## src/rtl/param_shift_register_pkg.sv

```systemverilog
// Shared types for the parametrised shift register: operation codes and FSM states.
package param_shift_register_pkg;

  typedef enum logic [2:0] {
    OP_HOLD  = 3'b000,
    OP_LOAD  = 3'b001,
    OP_SHL   = 3'b010,
    OP_SHR   = 3'b011,
    OP_ROL   = 3'b100,
    OP_ROR   = 3'b101,
    OP_ASR   = 3'b110,
    OP_CLEAR = 3'b111
  } op_e;

  typedef enum logic {
    ST_IDLE  = 1'b0,
    ST_SHIFT = 1'b1
  } state_e;

  function automatic logic is_shift_op(op_e op);
    return (op == OP_SHL) || (op == OP_SHR) || (op == OP_ROL) ||
           (op == OP_ROR) || (op == OP_ASR);
  endfunction

endpackage

```

## src/rtl/param_shift_register_shift_step_unit.sv

```systemverilog
// One single-bit shift/rotate step: returns the next register word and the bit that left it.
module shift_step_unit
  import param_shift_register_pkg::*;
#(
  parameter int WIDTH = 8
) (
  input  op_e              op,
  input  logic [WIDTH-1:0] q,
  input  logic             serial_in,
  output logic [WIDTH-1:0] next_q,
  output logic             out_bit
);

  always_comb begin
    next_q  = q;
    out_bit = 1'b0;
    case (op)
      OP_SHL: begin
        next_q  = {q[WIDTH-2:0], serial_in};
        out_bit = q[WIDTH-1];
      end
      OP_SHR: begin
        next_q  = {serial_in, q[WIDTH-1:1]};
        out_bit = q[0];
      end
      OP_ROL: begin
        next_q  = {q[WIDTH-2:0], q[WIDTH-1]};
        out_bit = q[WIDTH-1];
      end
      OP_ROR: begin
        next_q  = {q[0], q[WIDTH-1:1]};
        out_bit = q[0];
      end
      OP_ASR: begin
        next_q  = {q[WIDTH-1], q[WIDTH-1:1]};
        out_bit = q[0];
      end
      default: begin
        next_q  = q;
        out_bit = 1'b0;
      end
    endcase
  end

endmodule

```

## src/rtl/param_shift_register.sv

```systemverilog
// WIDTH-bit register with load/clear and multi-step shift/rotate, driven by a start/busy/done handshake.
// Handshake: start is sampled only while busy=0; done is a one-cycle pulse after the finishing edge and never overlaps busy.
module param_shift_register
  import param_shift_register_pkg::*;
#(
  parameter int WIDTH = 8,
  parameter int CNT_W = $clog2(WIDTH + 1)
) (
  input  logic             clk,
  input  logic             rst,
  input  logic             start,
  input  logic [2:0]       mode,
  input  logic [CNT_W-1:0] amount,
  input  logic [WIDTH-1:0] d,
  input  logic             serial_in,
  output logic [WIDTH-1:0] q,
  output logic             serial_out,
  output logic             busy,
  output logic             done,
  output state_e           state_dbg
);

  localparam logic [CNT_W-1:0] MAX_AMT = CNT_W'(WIDTH);
  localparam logic [CNT_W-1:0] ONE     = CNT_W'(1);

  state_e           state, next_state;
  op_e              op_q, op_next, mode_op;
  logic [CNT_W-1:0] cnt, cnt_next, amt_clamped;
  logic [WIDTH-1:0] q_next, step_q;
  logic             so_next, done_next, step_bit;

  assign mode_op     = op_e'(mode);
  assign amt_clamped = (amount > MAX_AMT) ? MAX_AMT : amount;

  shift_step_unit #(.WIDTH(WIDTH)) u_step (
    .op        (op_q),
    .q         (q),
    .serial_in (serial_in),
    .next_q    (step_q),
    .out_bit   (step_bit)
  );

  always_ff @(posedge clk) begin
    if (rst) state <= ST_IDLE;
    else     state <= next_state;
  end

  always_comb begin
    next_state = state;
    case (state)
      ST_IDLE:
        if (start && is_shift_op(mode_op) && (amt_clamped != '0)) next_state = ST_SHIFT;
      ST_SHIFT:
        if (cnt <= ONE) next_state = ST_IDLE;
      default: next_state = ST_IDLE;
    endcase
  end

  // Datapath next values; zero-length shifts complete like single-cycle ops.
  always_comb begin
    q_next    = q;
    so_next   = serial_out;
    cnt_next  = cnt;
    op_next   = op_q;
    done_next = 1'b0;
    case (state)
      ST_IDLE: begin
        if (start) begin
          case (mode_op)
            OP_LOAD:  begin q_next = d;  done_next = 1'b1; end
            OP_CLEAR: begin q_next = '0; done_next = 1'b1; end
            OP_HOLD:  done_next = 1'b1;
            default: begin
              if (amt_clamped == '0) begin
                done_next = 1'b1;
              end else begin
                cnt_next = amt_clamped;
                op_next  = mode_op;
              end
            end
          endcase
        end
      end
      ST_SHIFT: begin
        q_next    = step_q;
        so_next   = step_bit;
        cnt_next  = cnt - ONE;
        done_next = (cnt <= ONE);
      end
      default: ;
    endcase
  end

  always_ff @(posedge clk) begin
    if (rst) begin
      q          <= '0;
      serial_out <= 1'b0;
      cnt        <= '0;
      op_q       <= OP_HOLD;
      done       <= 1'b0;
    end else begin
      q          <= q_next;
      serial_out <= so_next;
      cnt        <= cnt_next;
      op_q       <= op_next;
      done       <= done_next;
    end
  end

  assign busy      = (state == ST_SHIFT);
  assign state_dbg = state;

endmodule

```

## config.mk

```make
export PLATFORM = sky130hd
export DESIGN_NAME = param_shift_register
export DESIGN_NICKNAME = d
export VERILOG_FILES = /design/src/rtl/param_shift_register_pkg.sv /design/src/rtl/param_shift_register_shift_step_unit.sv /design/src/rtl/param_shift_register.sv
export SDC_FILE = /design/constraint.sdc
export NUM_CORES = 1
export LEC_CHECK = 0
export CELL_PAD_IN_SITES_DETAIL_PLACEMENT = 1
export CELL_PAD_IN_SITES_GLOBAL_PLACEMENT = 2
export CORE_ASPECT_RATIO = 0.75
export CORE_MARGIN = 2
export CORE_UTILIZATION = 29
export CTS_CLUSTER_SIZE = 40
export DETAILED_ROUTE_END_ITERATION = 8
export HOLD_SLACK_MARGIN = 0.05
export PLACE_DENSITY_LB_ADDON = 0.1
export SKIP_CTS_REPAIR_TIMING = 1
export SYNTH_ARGS = -nofsm -noshare
export SYNTH_HDL_FRONTEND = slang
export SYNTH_SLANG_ARGS = --single-unit
```

## constraint.sdc

```tcl
create_clock -name clk -period 2.07 [get_ports clk]
set_input_delay 0.414 -clock clk [delete_from_list [all_inputs] [get_ports clk]]
set_output_delay 0.414 -clock clk [all_outputs]
set_load 0.1 [all_outputs]
```

# == After elaboration in Yosys (flattened, before gate mapping) ==
# Cells that the tools add are included.
# Widths: inputs -> output; s select.
# totals
in_bits,19
ff_bits,18
out_inout_bits,12
word_cells,65
# classes
n_eq_ne,19
muxes,17
addsub,1
n_bitwise,3
order_cmp,2
n_reduce_logical,16
# ops
cell,n
$pmux 8 s5,1
$pmux 8 s2,2
$eq 3x3->1 const B,7
$mux 4,4
$eq 3x2->1 const B,4
$mux 8,1
$ne 2x2->1 const B,4
$pmux 4 s2,1
$reduce_and 4->1,2
$ne 6x1->1 const B,1
$pmux 1 s2,3
$reduce_and 3->1,2
$reduce_or 3->1,2
$mux 1,5
$ne 5x1->1 const B,1
$gt 4x4->1 const B,1
$le 4x1->1 const B,1
$logic_not 4->1,1
$logic_or 1x1->1,4
$reduce_bool 4->1,1
$sub 4x1->4 const B,1
$eq 3x1->1 const B,1
$logic_not 3->1,1
$ne 3x1->1 const B,1
3 further kinds,6

# == Logic depth before layout (Yosys ltp) ==
# depth
depth_word,9
depth_mapped,6
ltp_nobuf,6

# == By module ==
# From an unflattened synthesis, not the netlist that was laid out.
# hier_totals
cells_unflattened,136
area_unflattened_um2,1217.4
# modules_own_cells
module,n_inst,seq_area_each_um2,area_per_inst_um2,cells_each
param_shift_register,1,360.3,854.6,88
shift_step_unit,1,0.0,362.8,48

# == Least setup slack after synthesis ==
# Ideal clock, no wire load.
# synth_path
path_kind,reg-to-reg
start,"register state, in the netlist busy"
end,register q[1]
stages_incl_launch_ff,7
t_arrival_ns,2.102
t_required_ns,1.948
path_buffers,2
slack_ns,-0.154
period_less_slack_ns,2.224
setup_ns,0.122
path_cell_list,dfxtp_1 -> buf_2 -> and2b_1 -> a32o_1 -> buf_2 -> a21oi_1 -> a21oi_1
# synth_via
elab_chain_len,3
elab_cells_between_ends,6
cone_classes,eq/ne: 3; mux: 1; bitwise: 1; reduce/logical: 1
# synth_lines
element,line,rtl
from (decl),param_shift_register.sv:26,"state_e state, next_state;"
from (signal assigned),param_shift_register.sv:45,else state <= next_state;
$not 1->1 (no source line),--,
$ne 3x1->1 (no source line) / $ne 2x2->1 (equally long branches),--,
$reduce_and 3->1 (no source line),--,
to (signal assigned),param_shift_register.sv:102,q <= q_next;
to (decl),param_shift_register.sv:16,"output logic [WIDTH-1:0] q,"
# Several ways; a longest one is shown, not always the timed one.
# A chain may end at the register's enable or synchronous reset.

# == Final worst setup path ==
# layout_path
start,input amount[2]
end,register cnt[1]
# layout_via
elab_chain_len,6
elab_cells_between_ends,9
cone_classes,order compare: 1; eq/ne: 1; mux: 5; reduce/logical: 2
# layout_lines
element,line,rtl
from (decl),param_shift_register.sv:13,"input logic [CNT_W-1:0] amount,"
$gt 4x4->1,param_shift_register.sv:33,assign amt_clamped = (amount > MAX_AMT) ? MAX_AMT : amount;
$mux 4 (*),param_shift_register.sv:33,
$mux 4,param_shift_register.sv:74,if (amt_clamped == '0) begin
$mux 4,param_shift_register.sv:69,case (mode_op)
$mux 4,param_shift_register.sv:68,if (start) begin
$pmux 4 s2,param_shift_register.sv:66,case (state)
to (signal assigned),param_shift_register.sv:104,cnt <= cnt_next;
to (decl),param_shift_register.sv:28,"logic [CNT_W-1:0] cnt, cnt_next, amt_clamped;"
# Every way passes the cells marked *; elsewhere a longest branch is shown, timed or not. The select of a mux whose other input is x is not followed.

==> results_dict.tcl <==
set metrics [dict create \
    routed_wl_um 3942 \
    grt_antenna_before_repair 0 \
    gp_congestion 0.7439 \
    hold_path_class "register to register" \
    synth-main-ff-cell "dfxtp_1" \
    max_freq_mhz 540.5 \
    setup_violations 0 \
    start_util_pct 30.99 \
    drv_slew 0 \
    placed_cells 235 \
    drive_gt1_share_pct 25.00 \
    clock_skew_ps 3.272 \
    wl_per_cell_um 16.49 \
    rsz0062_at_grt "no" \
    syn-num-nets 169 \
    numPortBuffers 30 \
    syn2layout_area_growth_pct 36.54 \
    numCtsBuffers 3 \
    final_area_sq_mm 0.001758 \
    run_status "completed" \
    peakVddDrop_uv 291.1 \
    root_buffer "clkbuf_8" \
    syn-instance-count 148 \
    dr_total_vias 1256 \
    start_kind "input port" \
    cts_sinks 18 \
    worstSetupPathType "input port to register" \
    layout_min_cycle_time_ps 1850 \
    cp.arrival_ps 2030 \
    slew_headroom_pct 60.71 \
    post-dp-hpwl_um 2971 \
    synth_area_sq_mm 0.001287 \
    grt_max_degree 24 \
    core_sq_mm 0.004154 \
    syn_avg_cell_area_sq_um 8.699 \
    dpl-instance-area_sq_mm 0.001703 \
    synth_warnings 0 \
    cp.required_ps 2250 \
    fin_ws_ps 219.9 \
    design.die.area_sq_mm 0.004994 \
    clock_latency_ps 250 \
    grt_remaining_overflow 0 \
    timing.final.crit_share_pct 89.38 \
    post-place-ws_ps -46.88 \
    power.density_mw_per_mm2 726.1 \
    power_mw 1.276 \
    grt_pass1_vias 1285 \
    final_cells 239 \
    leakage_nw 0.6903 \
    cts_max_path_buffers 2 \
    async_flop_share_pct 0 \
    htree_levels 1 \
    avgViaCountPerCell 5.255 \
    ys_seq_elements 18 \
    critPathMaxFanout 4 \
    fin_nets 206 \
    whs_ps 504.3 \
    drtAntennaViolNets 0 \
    cts_tree "built" \
    pin_count 31 \
    drcViolationCount 0 \
    cts.clk_slew.worst_paths_ps 70 \
    grt_use_total_pct 17.13 \
    max_slew.worst_pin.slew_ps 588.5 \
    synth_edf_count 0 \
    die_h_um 61.71 \
    end_kind "register" \
    firstDrtPassIters 4 \
    synthDistinctLibCells 49 \
    grt_pass1_wl_um 6506 \
    die_width_um 80.94 \
    hold_violations 0 \
    drt-initial-drc-count 56 \
    ys_seq_area_share_pct 27.99 \
    diodes 0 \
    cap_violations 0 \
    placementRows 20 \
]
[layer usage]
layer / vias up / share of wire (%) / GRT usage [%]
li1: 631 / - / -
met1: 598 / 54 / 25.44
met2: 25 / 42 / 26.45
met3: 2 / 4.2 / 3.468
met4: 0 / 0.38 / 2.179
met5: - / 0 / 0
[metrics by stage]
step / util (%) / setup TNS (ps)
2_1_floorplan: - / 0
3_3_place_gp: 40.99 / 0
3_5_place_dp: 40.99 / -46.88
4_1_cts: 42.32 / 0
5_1_grt: 42.32 / 0
6_report: 42.32 / 0
[logic make-up after synthesis]
family | after synthesis | share of synthesized area (%)
XOR/XNOR | 5 | 3.402
flip-flops | 18 | 27.99
AO/OA/AOI/OAI | 37 | 24.49
adder cells (fa/ha/maj) | 3 | 2.721
multiplexers | 18 | 14.58
AND/OR/NAND/NOR | 50 | 20.41
buffers and inverters | 17 | 6.414
[final timing paths]
kind | startpoint | to | slack, ps | cells after the start
worst min-delay path | serial_out$_SDFFE_PP0P_ | serial_out$_SDFFE_PP0P_ | 500 | 2
worst max register to register | op_q[1]$_SDFFE_PP0P_ | q[2]$_SDFFE_PP0P_ | 380 | 4
worst min register to register | serial_out$_SDFFE_PP0P_ | serial_out$_SDFFE_PP0P_ | 500 | 2
worst max-delay path | amount[2] | cnt[1]$_SDFFE_PP0P_ | 220 | 5
[cells in the mapped netlist, drive strengths merged (3+ instances only)]
master,n,share of area [%]
dfxtp,18,28
nor2,14,4.1
mux2i,12,9.3
nand2,11,3.4
buf,10,4.4
nand3,9,3.5
a2bb2oi,6,4.1
a311oi,6,4.1
inv,6,1.7
mux2,6,5.2
a21oi,5,1.9
a31oi,5,2.4
xor2,3,2.0
[cells in the final DEF, fill, tap and decap left out, types with 2 or more instances in the layout]
cell type,instances
clkdlybuf4s50_1,18
nand2_1,10
nand4_1,2
buf_4,22
xor2_1,3
a31oi_1,5
inv_1,5
a2bb2oi_1,6
mux2_2,6
nor3_1,2
a32o_1,2
ha_1,2
xnor2_1,2
a21oi_1,5
mux2i_1,12
buf_12,3
clkbuf_8,4
dfxtp_1,17
nand3_1,9
a311oi_1,6
o21ai_0,2
nor2_1,14
[worst max-delay path, cell delays in order]
cell and delay [ps]:
clkdlybuf4s50_1 420, or4_4 580, a41oi_4 300, a221oi_1 110, a211oi_2 210
[registers in the layout (all words and copies together) (netlist names)]
signal,count
busy,1
cnt,4
done,1
op_q,3
q,8
serial_out,1
[layout make-up]
cell class / instances / area, sq um
inverter: 6 / 22.52
sequential: 18 / 361.6
fill: 507 / 2396
tap: 55 / 68.82
timing repair buffer: 43 / 405.4
multi-input combinational: 113 / 844.6
clock buffer: 4 / 55.05
[power by group]
part / internal, mW / switching (mW)
registers: 0.382 / 0.0530
clock network: 0.169 / 0.125
logic: 0.210 / 0.337
Power figures use the tool's default switching activity.
